==> config.mk <==
export PLATFORM = sky130hd
export DESIGN_NAME = regfile_rename
export DESIGN_NICKNAME = d
export VERILOG_FILES = /design/src/rtl/regfile_rename.sv
export SDC_FILE = /design/constraint.sdc
export NUM_CORES = 2
export LEC_CHECK = 0
export CAP_MARGIN = 20
export CORE_AREA = 2 2 368 370
export DETAILED_ROUTE_END_ITERATION = 7
export DIE_AREA = 0 0 370 372
export GPL_ROUTABILITY_DRIVEN = 0
export PLACE_DENSITY = 0.75
export SLEW_MARGIN = 20
export SYNTH_ARGS = -nofsm -noshare
export SYNTH_HDL_FRONTEND = slang
export SYNTH_SLANG_ARGS = --single-unit
export TNS_END_PERCENT = 30
==> constraint.sdc <==
create_clock -name clk_in -period 6 [get_ports clk_in]
set_clock_uncertainty 0.2 [all_clocks]
set_input_delay 1.2 -clock clk_in [delete_from_list [all_inputs] [get_ports clk_in]]
set_output_delay 1.2 -clock clk_in [all_outputs]
set_load 0.05 [all_outputs]
==> src/rtl/regfile_rename.sv <==
// Architectural register file with per-register busy bit and producer ROB tag.
// Reads are combinational and include a same-cycle commit bypass.
module regfile_rename #(
    parameter int XLEN       = 32,
    parameter int NREG       = 32,
    parameter int REG_ID_BIT = 5,
    parameter int ROB_BIT    = 4,
    parameter int NRD        = 2
) (
    input  logic                      clk_in,
    input  logic                      rst_in,
    input  logic                      rdy_in,
    input  logic                      flush_in,
    input  logic                      reorder_en,
    input  logic [REG_ID_BIT-1:0]     reorder_reg,
    input  logic [ROB_BIT-1:0]        reorder_id,
    input  logic                      write_en,
    input  logic [REG_ID_BIT-1:0]     reg_id,
    input  logic [ROB_BIT-1:0]        rob_id,
    input  logic [XLEN-1:0]           value,
    input  logic [NRD*REG_ID_BIT-1:0] rs,
    output logic [NRD-1:0]            rs_busy,
    output logic [NRD*XLEN-1:0]       rs_value,
    output logic [NRD*ROB_BIT-1:0]    rs_re
);

    logic [XLEN-1:0]    regs_q [NREG];
    logic [NREG-1:0]    busy_q, busy_d;
    logic [ROB_BIT-1:0] tag_q  [NREG];
    logic [ROB_BIT-1:0] tag_d  [NREG];
    logic               commit_ok, rename_ok;

    assign commit_ok = rdy_in && write_en && (reg_id != '0);
    assign rename_ok = rdy_in && reorder_en && (reorder_reg != '0) && !flush_in;

    // Ordering below gives rename priority over a colliding commit's busy clear.
    always_comb begin
        busy_d = busy_q;
        tag_d  = tag_q;
        if (commit_ok && (tag_q[reg_id] == rob_id))
            busy_d[reg_id] = 1'b0;
        if (rdy_in && flush_in)
            busy_d = '0;
        if (rename_ok) begin
            busy_d[reorder_reg] = 1'b1;
            tag_d[reorder_reg]  = reorder_id;
        end
    end

    always_ff @(posedge clk_in) begin
        if (rst_in) begin
            busy_q <= '0;
            for (int i = 0; i < NREG; i++) begin
                regs_q[i] <= '0;
                tag_q[i]  <= '0;
            end
        end else if (rdy_in) begin
            busy_q <= busy_d;
            tag_q  <= tag_d;
            if (commit_ok)
                regs_q[reg_id] <= value;
        end
    end

    for (genvar p = 0; p < NRD; p++) begin : g_rd
        logic [REG_ID_BIT-1:0] addr;
        logic                  pend, byp;
        logic                  busy_o;
        logic [XLEN-1:0]       val_o;
        logic [ROB_BIT-1:0]    tag_o;

        assign addr = rs[p*REG_ID_BIT +: REG_ID_BIT];
        assign pend = (addr != '0) && busy_q[addr];
        // Bypass only while running; a paused commit has not happened yet.
        assign byp  = pend && commit_ok && (reg_id == addr) && (tag_q[addr] == rob_id);

        always_comb begin
            busy_o = 1'b0;
            val_o  = '0;
            tag_o  = '0;
            if (addr != '0) begin
                if (byp) begin
                    val_o = value;
                end else if (pend) begin
                    busy_o = 1'b1;
                    tag_o  = tag_q[addr];
                end else begin
                    val_o = regs_q[addr];
                end
            end
        end

        assign rs_busy[p]                  = busy_o;
        assign rs_value[p*XLEN +: XLEN]    = val_o;
        assign rs_re[p*ROB_BIT +: ROB_BIT] = tag_o;
    end

endmodule

-- Word level (Yosys, flattened, before mapping)
Memories as Yosys holds them, arrays and structs flattened.
Cells that the tools add are included.
- register bits after elaboration: 160
- bits in writable memories: 1024
- output and inout port bits: 74
- word-level logic and storage cells: 132
- memories: 1
- order comparisons: 11
- equal/unequal tests: 5
- multiplexer cells: 50
- bitwise operators: 7
- reduce and logical (&&, ||, !) cells: 25
- memories (memory ; words ; bits a word ; rd ports ; clocked after memory_dff ; wr ports ; RTL line ; text):
    regs_q ; 32 ; 32 ; 2 ; 0 ; 32 ; 27 ; logic [XLEN-1:0] regs_q [NREG];
- operators with widths (operator ; number):
    $mux W32 ; 10
    $bwmux W128 ; 1
    $bmux W4 S5 ; 3
    $mux W4 ; 13
    $and A32 B32 Y32 ; 1
    $not A32 Y32 ; 1
    $or A32 B32 Y32 ; 1
    $reduce_or A32 Y1 ; 1
    $ge A6 B6 Y1 const B ; 4
    $lt A5 B6 Y1 const B ; 4
    $not A5 Y6 ; 4
    $demux W4 S5 ; 1
    $reduce_bool A5 Y1 ; 4
    $logic_and A1 B1 Y1 ; 18
    $mux W1 ; 17
    $eq A4 B4 Y1 ; 3
    $bmux W1 S5 ; 2
    $demux W1 S5 ; 2
    $eq A5 B5 Y1 ; 2
    $ge A5 B1 Y1 const B ; 2
    $lt A6 B1 Y1 const B ; 1
    $mux W5 ; 1
    $reduce_and A2 Y1 ; 1
    $logic_not A1 Y1 ; 1

-- Logic depth before layout (Yosys ltp)
- word-level depth: 10
- depth in mapped cells: 13

-- Least setup slack after synthesis
Ideal clock, no wire load.
- path kind: input -> register
- from: input port reg_id[1]
- to: memory regs_q[27][0] (enable)
- setup time: 0.466 ns
- arrival time: 5.344 ns
- required time: 5.334 ns
- path slack: -0.010 ns
- stages: 10
- buffers on the path: 7
- cell sequence: buf_2 buf_6 buf_4 buf_2 buf_4 nand2_1 or3_1 clkbuf_1 clkbuf_1 o21ai_0
- RTL lines (element ; RTL line ; text):
    start, declared ; 18 ; input logic [REG_ID_BIT-1:0] reg_id,
    end, declared ; 27 ;

-- Worst setup path in the final report
- from: input port rs[9]
- to: output port rs_value[48]
- cells in the longest elaborated chain, start to end: 8
- elaborated cells on any way between the ends: 17
- RTL lines (element ; RTL line ; text):
    start, declared ; 21 ; input logic [NRD*REG_ID_BIT-1:0] rs,
    $not A5 Y6 (not written as such) or $bmux W1 S5 (tied branches) ; 75, 73 ;
    $bmux W4 S5 or $mux W1 (tied branches) ; 75, 73 ;
    $mux W4 (not written as such) or $logic_and A1 B1 Y1 (tied branches) ; 75, 73 ;
    $mux W4 (not written as such) or $logic_and A1 B1 Y1 (tied branches) ; 75 ; assign byp = pend && commit_ok && (reg_id == addr) && (tag_q[addr] == rob_id);
    $eq A4 B4 Y1 or $logic_and A1 B1 Y1 (tied branches) ; 75 ;
    $logic_and A1 B1 Y1 ; 75 ;
    $mux W32 ; 82 ; if (byp) begin
    $mux W32 (*) ; 81 ; if (addr != '0) begin
    end, declared ; 23 ; output logic [NRD*XLEN-1:0] rs_value,
Every way passes the cells marked *; elsewhere a longest branch is shown, timed or not. The select of a mux whose other input is x is not followed.

==> impl_results.md <==
* # resized after CTS at 0
* Gate count of the mapped netlist at 4457
* CTS tree: yes
* Pwr dens at 279 nW/um2
* HP Class: flip-flop to flip-flop
* Mapped Avg Cell Area at 14.6 um2
* Final hold slack at ~0.28 ns
* Antenna violations before repair at 13
* Detailed-route vias per instance at 6.90
* Commonest non-fill, non-tap cell in the layout: edfxtp_1
* Commonest non-fill, non-tap cells in the layout: edfxtp_1, and2_1, mux4_2
* Power Total at between 20 and 25 mW
* Period minus WS final at 5.98 ns
* Final Non-Filler Cells at 6346
* RSZ-0062 raised after global routing: no
* Grt ovf at 0
* R2r worst-path depth at 8
* Post-route setup TNS at 0 ns
* Core area at 134000 um2
* Sink Count at about 1200
* Placed Instances at 6103
* Clk_lat worst skew at approximately 0.78 ns
* Sequential area share after synthesis at 0.520
* Number of global-route vias before repair at 43300
* Yosys warning total at 0
* Endpoints failing setup at 0
* # IOs at between 100 and 150
* Slew Limit Headroom at 0.238
* WHS Path Cells at 2
* Total track usage at 0.317
* Startpoint types: primary input
* Clock buffer depth at 3
* Routed WL at between 200000 and 250000 um
* Setup Buffers After CTS at 0
* Area Growth Syn to Fin at 14.2%
* DRT iter0 DRCs at 7413
* DR pass1 iterations at 7
* H-tree Lvls at 4
* Max Cap Violations at 0
* Placement Rows at between 100 and 150
* Worst Setup Path Type: primary input to output pin
* Max Transition Viols Final at 0
* Status: complete, no violations
* Hold-fix buffers, CTS at 0
* Critical path fanouts, max at 31
* Clk root buf: clkbuf_16
* Post-synth top area share at 0.471
* Fin. Hold Viols at 0
* Hpwl dp at 129000 um
* CP required at 4.60 ns
* Die Span X at ~370 um
* Synth top area cells: edfxtp_1, mux4_2, and2_1, dfxtp_1, mux2i_1
* Vias at about 44000
* Die Ht at 372 um
* Worst-Margin Slew at 1.14 ns
* CTS buffer count at about 130
* Post-synth EDFFs at 1024
* DIE AREA at 138000 um2
* Lkg Pwr at 25.3 nW
* Fraction of layout cells with a size suffix above 1 at 0.277
* Peak Freq at 0.167 GHz
* Initial Util at 0.486
* Largest net degree at the start of global routing at 132
* Asr flop ratio synth at 0
* DRC Markers at 0
* #FFs+latches synth at 1184
* Clock transition at path regs at 0.05 ns
* I/O Buffers at between 100 and 150
* VDD IR-drop max at 0.311 mV
* Worst R2R Setup Slack at 2.63 ns
* Nets@finish at between 4000 and 5000
* Critical path capture point type: output pin
* Leading area contributor after synthesis: edfxtp_1
* First-pass GRT wire length at 310000 um
* Period utilisation layout at 0.996
* Main synth FF type: edfxtp_1
* Cell Area, Synth at 65200 um2
* Drt wl/cell at 34.2 um
* Final antenna-violating net count at 0
* Data arrival, critical path at 4.58 ns
* Netlist cell types at 72
## cell type report
| type | instances | area [um2] |
|---|---|---|
| Antenna cell | 10 | 25.0 |
| Clock buffer | 163 | 3530 |
| Clock inverter | 68 | 791 |
| Fill cell | 10300 | 59800 |
| Inverter | 25 | 104 |
| Multi-Input combinational cell | 2792 | 30000 |
| Sequential cell | 1184 | 34000 |
| Tap cell | 1781 | 2230 |
| Timing Repair Buffer | 323 | 3940 |
## per-layer routing
metal,track usage,vias to the layer above,wire [um]
li1,-,17200,-
met1,0.410,22300,74800
met2,0.490,3533,101000
met3,0.0841,742,28900
met4,0.171,4,12900
met5,0.00280,-,69
## critical path, cell delays in order
cell and delay, ns:
clkdlybuf4s50_1 0.46, buf_12 0.20, nor2b_1 0.29, o21ai_0 0.17, o31ai_1 0.70, o21ai_0 0.32
a2111oi_4 0.51, buf_12 0.23, o2bb2ai_1 0.25, buf_12 0.19
## final timing paths
check,end,from
min,tag_q[76],tag_q[76]
max,rs_value[48],rs[9]
max reg2reg,busy_q[20],tag_q[113]
min reg2reg,tag_q[76],tag_q[76]
## state kept, by name (all words and copies together), names as in the netlist
signal	cells
busy_q	32
regs_q	1024
tag_q	128
## cell usage after synthesis (6+ instances only)
| library cell | count |
|---|---|
| buf_2 | 72 |
| a31o_1 | 8 |
| nor3b_1 | 7 |
| nor2b_1 | 19 |
| clkbuf_1 | 364 |
| a22o_1 | 6 |
| dfxtp_1 | 160 |
| or3_1 | 10 |
| mux4_2 | 693 |
| or2_2 | 8 |
| xnor2_1 | 6 |
| nor4_1 | 8 |
| o31ai_1 | 8 |
| o2bb2ai_1 | 64 |
| o22ai_1 | 39 |
| xor2_1 | 8 |
| inv_1 | 24 |
| and2_1 | 993 |
| a21oi_1 | 69 |
| mux2i_1 | 259 |
| mux2_2 | 10 |
| or4_1 | 7 |
| nand3_1 | 65 |
| nand2_1 | 103 |
| nand4_1 | 10 |
| buf_1 | 39 |
| nand3b_1 | 9 |
| a31o_2 | 12 |
| buf_4 | 9 |
| nor3_1 | 22 |
| and3_1 | 12 |
| a22oi_1 | 14 |
| or4bb_1 | 6 |
| edfxtp_1 | 1024 |
| o21ai_0 | 56 |
| nor2_1 | 154 |
## cell families (layout without fill, tap and decap cells)
family	count (synthesis)	count (layout)	share of synthesized area
and+or+nand+nor	1464	1464	0.131
buffers and inverters	512	579	0.0317
muxes	962	962	0.281
DFF	1184	1184	0.520
AOI/OAI and AO/OA	320	320	0.0339
other	1	42	0.0000575
xor gates and xnor gates	14	14	0.00188
## through the flow
stage          instance area (um2)   util  setup WS [ns]
2_1_floorplan                65400      -       -0.00997
6_report                     74500  0.555         0.0215
5_1_grt                      74500  0.555         0.0200
4_1_cts                      74500  0.555          0.165
3_5_place_dp                 70200  0.523          0.173
3_3_place_gp                 70200  0.523          0.219
## power breakdown
part	internal, mW	total (mW)	switching, mW
Combinational	1.35	3.02	1.67
Clock	4.83	8.28	3.44
Sequential	9.31	9.51	0.197
Note: power is estimated with default switching activity, not from simulation.
